$ cat config.mk
export PLATFORM = sky130hd
export DESIGN_NAME = mem_access_stage
export DESIGN_NICKNAME = d
export VERILOG_FILES = /design/src/rtl/mem_access_stage.sv
export SDC_FILE = /design/constraint.sdc
export NUM_CORES = 1
export LEC_CHECK = 0
export ABC_AREA = 1
export CAP_MARGIN = 20
export CORE_MARGIN = 4
export CORE_UTILIZATION = 42
export CTS_BUF_LIST = sky130_fd_sc_hd__clkbuf_4 sky130_fd_sc_hd__clkbuf_8 sky130_fd_sc_hd__clkbuf_16
export DETAILED_ROUTE_END_ITERATION = 8
export GPL_TIMING_DRIVEN = 0
export PLACE_DENSITY = 0.9
export REMOVE_ABC_BUFFERS = 1
export SYNTH_ARGS = -nofsm -noshare
export SYNTH_HDL_FRONTEND = slang
export SYNTH_SLANG_ARGS = --single-unit
$ cat constraint.sdc
create_clock -name clk -period 1.4 [get_ports clk]
set_input_delay 0.21 -clock clk [delete_from_list [all_inputs] [get_ports clk]]
set_output_delay 0.21 -clock clk [all_outputs]
set_load 0.02 [all_outputs]
$ cat src/rtl/mem_access_stage.sv
// Memory access pipeline stage: issues one data-memory request per load/store,
// stalls the pipeline until ack or timeout, and produces the MEM/WB register.
module mem_access_stage #(
    parameter int TIMEOUT = 16
) (
    input  logic        clk,
    input  logic        rst_n,
    input  logic        MemWrite_in,
    input  logic        MemRead_in,
    input  logic        MemToReg_in,
    input  logic        RegWrite_in,
    input  logic [31:0] AluResult_in,
    input  logic [31:0] WriteData_in,
    input  logic [4:0]  Rd_in,
    output logic        Stall_out,
    output logic        dmem_req,
    output logic        dmem_we,
    output logic [31:0] dmem_addr,
    output logic [31:0] dmem_wdata,
    input  logic [31:0] dmem_rdata,
    input  logic        dmem_ack,
    output logic        RegWrite_out,
    output logic        MemToReg_out,
    output logic [31:0] ReadData_out,
    output logic [31:0] AluResult_out,
    output logic [4:0]  Rd_out,
    output logic        MisalignErr_out,
    output logic        TimeoutErr_out
);

    typedef enum logic {ST_IDLE, ST_WAIT} state_t;

    localparam logic [3:0] CNT_LAST = 4'(TIMEOUT - 1);

    state_t      r_state;
    state_t      w_next_state;
    logic [3:0]  r_wait_cnt;
    logic        r_dmem_req;
    logic        r_dmem_we;
    logic [31:0] r_dmem_addr;
    logic [31:0] r_dmem_wdata;
    logic        r_hold_regwrite;
    logic        r_hold_memtoreg;
    logic [31:0] r_hold_alu;
    logic [4:0]  r_hold_rd;
    logic        r_hold_is_read;
    logic        r_regwrite;
    logic        r_memtoreg;
    logic [31:0] r_readdata;
    logic [31:0] r_alu;
    logic [4:0]  r_rd;
    logic        r_misalign;
    logic        r_timeout;

    logic        w_memop;
    logic        w_aligned;
    logic        w_cnt_last;

    assign w_memop    = MemRead_in | MemWrite_in;
    assign w_aligned  = (AluResult_in[1:0] == 2'b00);
    assign w_cnt_last = (r_wait_cnt == CNT_LAST);

    always_ff @(posedge clk or negedge rst_n) begin
        if (!rst_n) begin
            r_state <= ST_IDLE;
        end else begin
            r_state <= w_next_state;
        end
    end

    always_comb begin
        w_next_state = r_state;
        Stall_out    = 1'b0;
        case (r_state)
            ST_IDLE: begin
                if (w_memop && w_aligned) begin
                    w_next_state = ST_WAIT;
                    Stall_out    = 1'b1;
                end
            end
            ST_WAIT: begin
                if (dmem_ack || w_cnt_last) begin
                    w_next_state = ST_IDLE;
                end else begin
                    Stall_out = 1'b1;
                end
            end
            default: w_next_state = ST_IDLE;
        endcase
    end

    // WB outputs default to a bubble every edge; only a consumed ALU op or a
    // completed memory access overrides them.
    always_ff @(posedge clk or negedge rst_n) begin
        if (!rst_n) begin
            r_wait_cnt      <= '0;
            r_dmem_req      <= 1'b0;
            r_dmem_we       <= 1'b0;
            r_dmem_addr     <= '0;
            r_dmem_wdata    <= '0;
            r_hold_regwrite <= 1'b0;
            r_hold_memtoreg <= 1'b0;
            r_hold_alu      <= '0;
            r_hold_rd       <= '0;
            r_hold_is_read  <= 1'b0;
            r_regwrite      <= 1'b0;
            r_memtoreg      <= 1'b0;
            r_readdata      <= '0;
            r_alu           <= '0;
            r_rd            <= '0;
            r_misalign      <= 1'b0;
            r_timeout       <= 1'b0;
        end else begin
            r_regwrite <= 1'b0;
            r_memtoreg <= 1'b0;
            r_readdata <= '0;
            r_alu      <= '0;
            r_rd       <= '0;
            r_misalign <= 1'b0;
            r_timeout  <= 1'b0;
            case (r_state)
                ST_IDLE: begin
                    if (!w_memop) begin
                        r_regwrite <= RegWrite_in;
                        r_memtoreg <= MemToReg_in;
                        r_alu      <= AluResult_in;
                        r_rd       <= Rd_in;
                    end else if (w_aligned) begin
                        r_dmem_req      <= 1'b1;
                        r_dmem_we       <= MemWrite_in;
                        r_dmem_addr     <= AluResult_in;
                        r_dmem_wdata    <= WriteData_in;
                        r_wait_cnt      <= '0;
                        r_hold_regwrite <= RegWrite_in;
                        r_hold_memtoreg <= MemToReg_in;
                        r_hold_alu      <= AluResult_in;
                        r_hold_rd       <= Rd_in;
                        r_hold_is_read  <= MemRead_in & ~MemWrite_in;
                    end else begin
                        r_misalign <= 1'b1;
                    end
                end
                ST_WAIT: begin
                    if (dmem_ack) begin
                        r_dmem_req <= 1'b0;
                        r_dmem_we  <= 1'b0;
                        r_regwrite <= r_hold_regwrite;
                        r_memtoreg <= r_hold_memtoreg;
                        r_alu      <= r_hold_alu;
                        r_rd       <= r_hold_rd;
                        r_readdata <= r_hold_is_read ? dmem_rdata : 32'd0;
                    end else if (w_cnt_last) begin
                        r_dmem_req <= 1'b0;
                        r_dmem_we  <= 1'b0;
                        r_timeout  <= 1'b1;
                    end else begin
                        r_wait_cnt <= r_wait_cnt + 4'd1;
                    end
                end
                default: r_dmem_req <= 1'b0;
            endcase
        end
    end

    assign dmem_req        = r_dmem_req;
    assign dmem_we         = r_dmem_we;
    assign dmem_addr       = r_dmem_addr;
    assign dmem_wdata      = r_dmem_wdata;
    assign RegWrite_out    = r_regwrite;
    assign MemToReg_out    = r_memtoreg;
    assign ReadData_out    = r_readdata;
    assign AluResult_out   = r_alu;
    assign Rd_out          = r_rd;
    assign MisalignErr_out = r_misalign;
    assign TimeoutErr_out  = r_timeout;

endmodule

==> flow_metrics.py <==
metrics = {
    "global_route": {
        "grt_max_degree": 96,
        "globalRouteTotalUtil_pct": 22.7,
        "number_of_global_route_vias_before_repair": 5315,
        "grt_pass1_wl_um": 28100,
        "number_of_antenna_violations_at_the_first_check_in_global_routing": 0,
        "overflow_after_grt": 0,
    },
    "detailed_routing": {
        "post_drt_via_cell_ratio": 4.94,
        "detailedRoute.firstIterationViolations": 333,
        "detail-route-antenna-nets": 0,
        "dr.pass1.iters": 5,
        "drt_drc_violations_left": 0,
        "num_vias": 5119,
        "post_drt_wl_per_cell_um": 17.7,
        "routed_wl_um": 18300,
    },
    "synth": {
        "postSynth.topFlopCell": "sky130_fd_sc_hd__dfrtp_1",
        "postSynthCellCount": 589,
        "netlist.area_leader.share_pct": 65.5,
        "asyncSetResetFlopFracSynth_pct": 100,
        "yosys-top-cells-count": "sky130_fd_sc_hd__dfrtp_1, sky130_fd_sc_hd__nand2_1, sky130_fd_sc_hd__inv_1",
        "synth-edff-count": 0,
        "synth_sequential_area_ratio_pct": 65.5,
        "avgSynthCellArea_um2": 9.87,
        "synth-warning-count": 0,
        "netlist-cell-type-count": 20,
        "netlist_area_um2": 5810,
        "synth-seq-cells": 152,
        "synth_top_area_cell": "sky130_fd_sc_hd__dfrtp_1",
        "post_synth_main_area_contributors": "sky130_fd_sc_hd__dfrtp_1, sky130_fd_sc_hd__nand2_1, sky130_fd_sc_hd__inv_1",
    },
    "timing": {
        "finalHoldViolations": 0,
        "layout_worst_path_cycle_share_pct": 114,
        "rsz0062_at_grt": "yes",
        "setup-violations-final": 33,
        "layout_min_cycle_time_ns": 1.60,
        "slew_headroom_pct": 60.0,
        "achievable-frequency_mhz": 624,
        "worst-slew-pin-transition_ns": 0.600,
        "setup_skew_after_layout_ns": 0.0101,
        "fin_ws_ns": -0.202,
        "drv_slew": 0,
        "fin_setup_tns_ns": -2.10,
    },
    "pwr": {
        "power_density_nw_per_um2": 1400,
        "power.total_mw": 13.0,
        "p_sw_mw": 3.77,
        "combinationalPowerShare_pct": 21.9,
        "power.static_leakage_nw": 5.03,
        "internal-power_mw": 9.22,
        "sw_frac_of_total_pct": 29.0,
        "seq_power_share_pct": 40.7,
        "clkPwrFrac_pct": 37.4,
        "ir_drop_uv": 804,
    },
    "finish": {
        "seq_area_um2": 3810,
        "num-fill-cells": 989,
        "antennaDiodeCount": 0,
        "syn2layout_area_growth_pct": 59.5,
        "layout-drive-gt1-share_pct": 12.3,
        "fin_nets": 957,
        "multi_input_gate_area_in_the_final_layout_um2": 1650,
    },
    "floorplan": {
        "chipWidth_um": 126,
        "die-area_um2": 15800,
        "initial_core_util_pct": 43.4,
        "die_h_um": 126,
        "std_cell_rows": 42,
        "coreArea_um2": 13400,
        "io_pins": 248,
    },
    "hold_path": {
        "hold_class": "input port to flip-flop",
    },
    "worst_setup_path": {
        "criticalPathCategory": "flip-flop to output pin",
        "kind_of_start_point_of_the_critical_path": "flip-flop",
        "worst-path-max-fanout": 5,
        "timing.critical_path.slowest_cell_delay_ns": 0.51,
        "worst-endpoint-arrival_ns": 1.39,
        "crit_path_cell_trace": "inv_8 -> nand3_4 -> buf_16 -> nand2_8 -> buf_6",
        "worst_ep_required_time_ns": 1.19,
        "timing.critical_path.slowest_stage_cell": "sky130_fd_sc_hd__dfrtp_4",
        "worstSetupEndpointType": "output pin",
    },
    "placed_design": {
        "gp_routability_congestion": 0.823,
        "placement.io_buffers": 247,
        "place_hpwl_um": 11300,
    },
    "clocking": {
        "tritoncts_num_sinks": 152,
        "cts_made_buffers": 17,
        "cts.path.max_buffers": 2,
        "ctsHtreeMaxLevel": 4,
        "root_buffer": "sky130_fd_sc_hd__clkbuf_16",
        "clk_pin_slew_worst_paths_ns": 0.06,
        "clock_tree_from_tritoncts": "yes",
        "clk_latency_ns": 0.41,
    },
    "flow_run": {
        "drv.max_cap_violation_count": 0,
    },
    "status": {
        "failing_checks": "setup timing",
        "outcome": "finished with violations",
    },
}
[layout by cell type, fill, tap and decap left out, types with 4 or more instances in the layout]
cell type                         netlist  final
sky130_fd_sc_hd__nand3_4                1      5
sky130_fd_sc_hd__o21ai_2               18     27
sky130_fd_sc_hd__o21ai_1               20     10
sky130_fd_sc_hd__clkdlybuf4s15_1        0      9
sky130_fd_sc_hd__clkdlybuf4s50_1        0    105
sky130_fd_sc_hd__o21ai_0               39     39
sky130_fd_sc_hd__dlygate4sd2_1          0    129
sky130_fd_sc_hd__bufinv_16              0      4
sky130_fd_sc_hd__nand2_2                8      7
sky130_fd_sc_hd__inv_1                 78     78
sky130_fd_sc_hd__buf_6                 11      4
sky130_fd_sc_hd__clkbuf_4               0      4
sky130_fd_sc_hd__nand3_1               44     42
sky130_fd_sc_hd__clkbuf_16              0     19
sky130_fd_sc_hd__buf_4                  0     10
sky130_fd_sc_hd__nor2_1                39     39
sky130_fd_sc_hd__dfrtp_1              152    151
sky130_fd_sc_hd__nand2_1              152    150
sky130_fd_sc_hd__buf_16                 0      4
[logic make-up (layout without fill, tap and decap cells)]
logic type | Yosys count | in the layout | share of synthesized area, %
compound gates | 77 | 77 | 7.80
xor+xnor | 1 | 1 | 0.151
buf+inv | 112 | 381 | 8.89
simple gates | 246 | 249 | 17.5
flops | 152 | 152 | 65.5
fa+ha+maj | 1 | 1 | 0.215
[per-stage QoR]
step | util [%] | area, µm² | worst slack, ns | std cells | hold slack, ns
CTS | 67.9 | 9100 | -0.241 | 1031 | 0.294
global route | 69.2 | 9270 | -0.243 | 1037 | 0.292
floorplan | - | 5600 | -1.17 | 557 | -0.0856
detailed placement | 62.6 | 8390 | -1.50 | 984 | 0.214
global placement | 61.9 | 8290 | -5.92 | 980 | 0.454
finish | 69.2 | 9270 | -0.202 | 1037 | 0.308
[worst max-delay path, delay by kind of cell (launching register included)]
| family | cells | cell delay [ns] |
|---|---|---|
| buffers and inverters | 3 | 0.34 |
| DFF | 1 | 0.51 |
| and+or+nand+nor | 2 | 0.14 |
[final cells by class]
class,instances,share of cell area [%]
flip-flops and latches,152,41.1
inverters,80,3.50
well taps,176,2.38
repair buffers,269,28.4
clock inverters,11,1.85
multi-input cells,328,17.8
clock buffers,21,4.98
[path summary, 6_finish.rpt]
kind,cells after the start,slack [ns],from,endpoint
setup / recovery,5,-0.20,r_state,Stall_out
hold reg to reg,2,0.48,dmem_wdata[8],dmem_wdata[8]
setup reg to reg,4,-0.17,r_state,AluResult_out[10]
hold / removal,3,0.31,dmem_rdata[8],ReadData_out[8]
min in group asynchronous,2,0.34,rst_n,AluResult_out[24]
max in group asynchronous,3,0.18,rst_n,r_state
[metal layers]
| layer | part of all wire [%] | global-route usage, % | vias up |
|---|---|---|---|
| met5 | 0 | 0 | - |
| met3 | 11 | 8.98 | 36 |
| li1 | - | - | 2342 |
| met2 | 50 | 38.0 | 294 |
| met4 | 2.4 | 8.67 | 0 |
| met1 | 37 | 26.5 | 2447 |
[flip-flops by register name (all words and copies together) (netlist names)]
signal           flops
r_hold_regwrite      1
ReadData_out        32
r_hold_alu          32
dmem_we              1
Rd_out               5
TimeoutErr_out       1
r_wait_cnt           4
AluResult_out       32
MemToReg_out         1
r_state              1
r_hold_is_read       1
r_hold_rd            5
dmem_wdata          32
MisalignErr_out      1
r_hold_memtoreg      1
dmem_req             1
RegWrite_out         1
[power by group through the flow]
stage               Clock [mW]  Combinational, mW  Sequential (mW)
finish                    4.86               2.85             5.29
detailed placement           0               2.93             5.40
global placement             0               2.83             5.38
global route              5.15               3.06             5.35
floorplan                    0              0.628             5.97
CTS                       4.96               2.78             5.28
[what timing repair did]
item	in CTS	in global routing
gates cloned	4	4
setup endpoints to repair	290	123
hold buffers	1	0
hold endpoints to repair	57	0
gates resized for setup	165	30
pin swaps	2	1
buffers inserted	10	3
No activity file was read; power rests on OpenSTA's default activity.
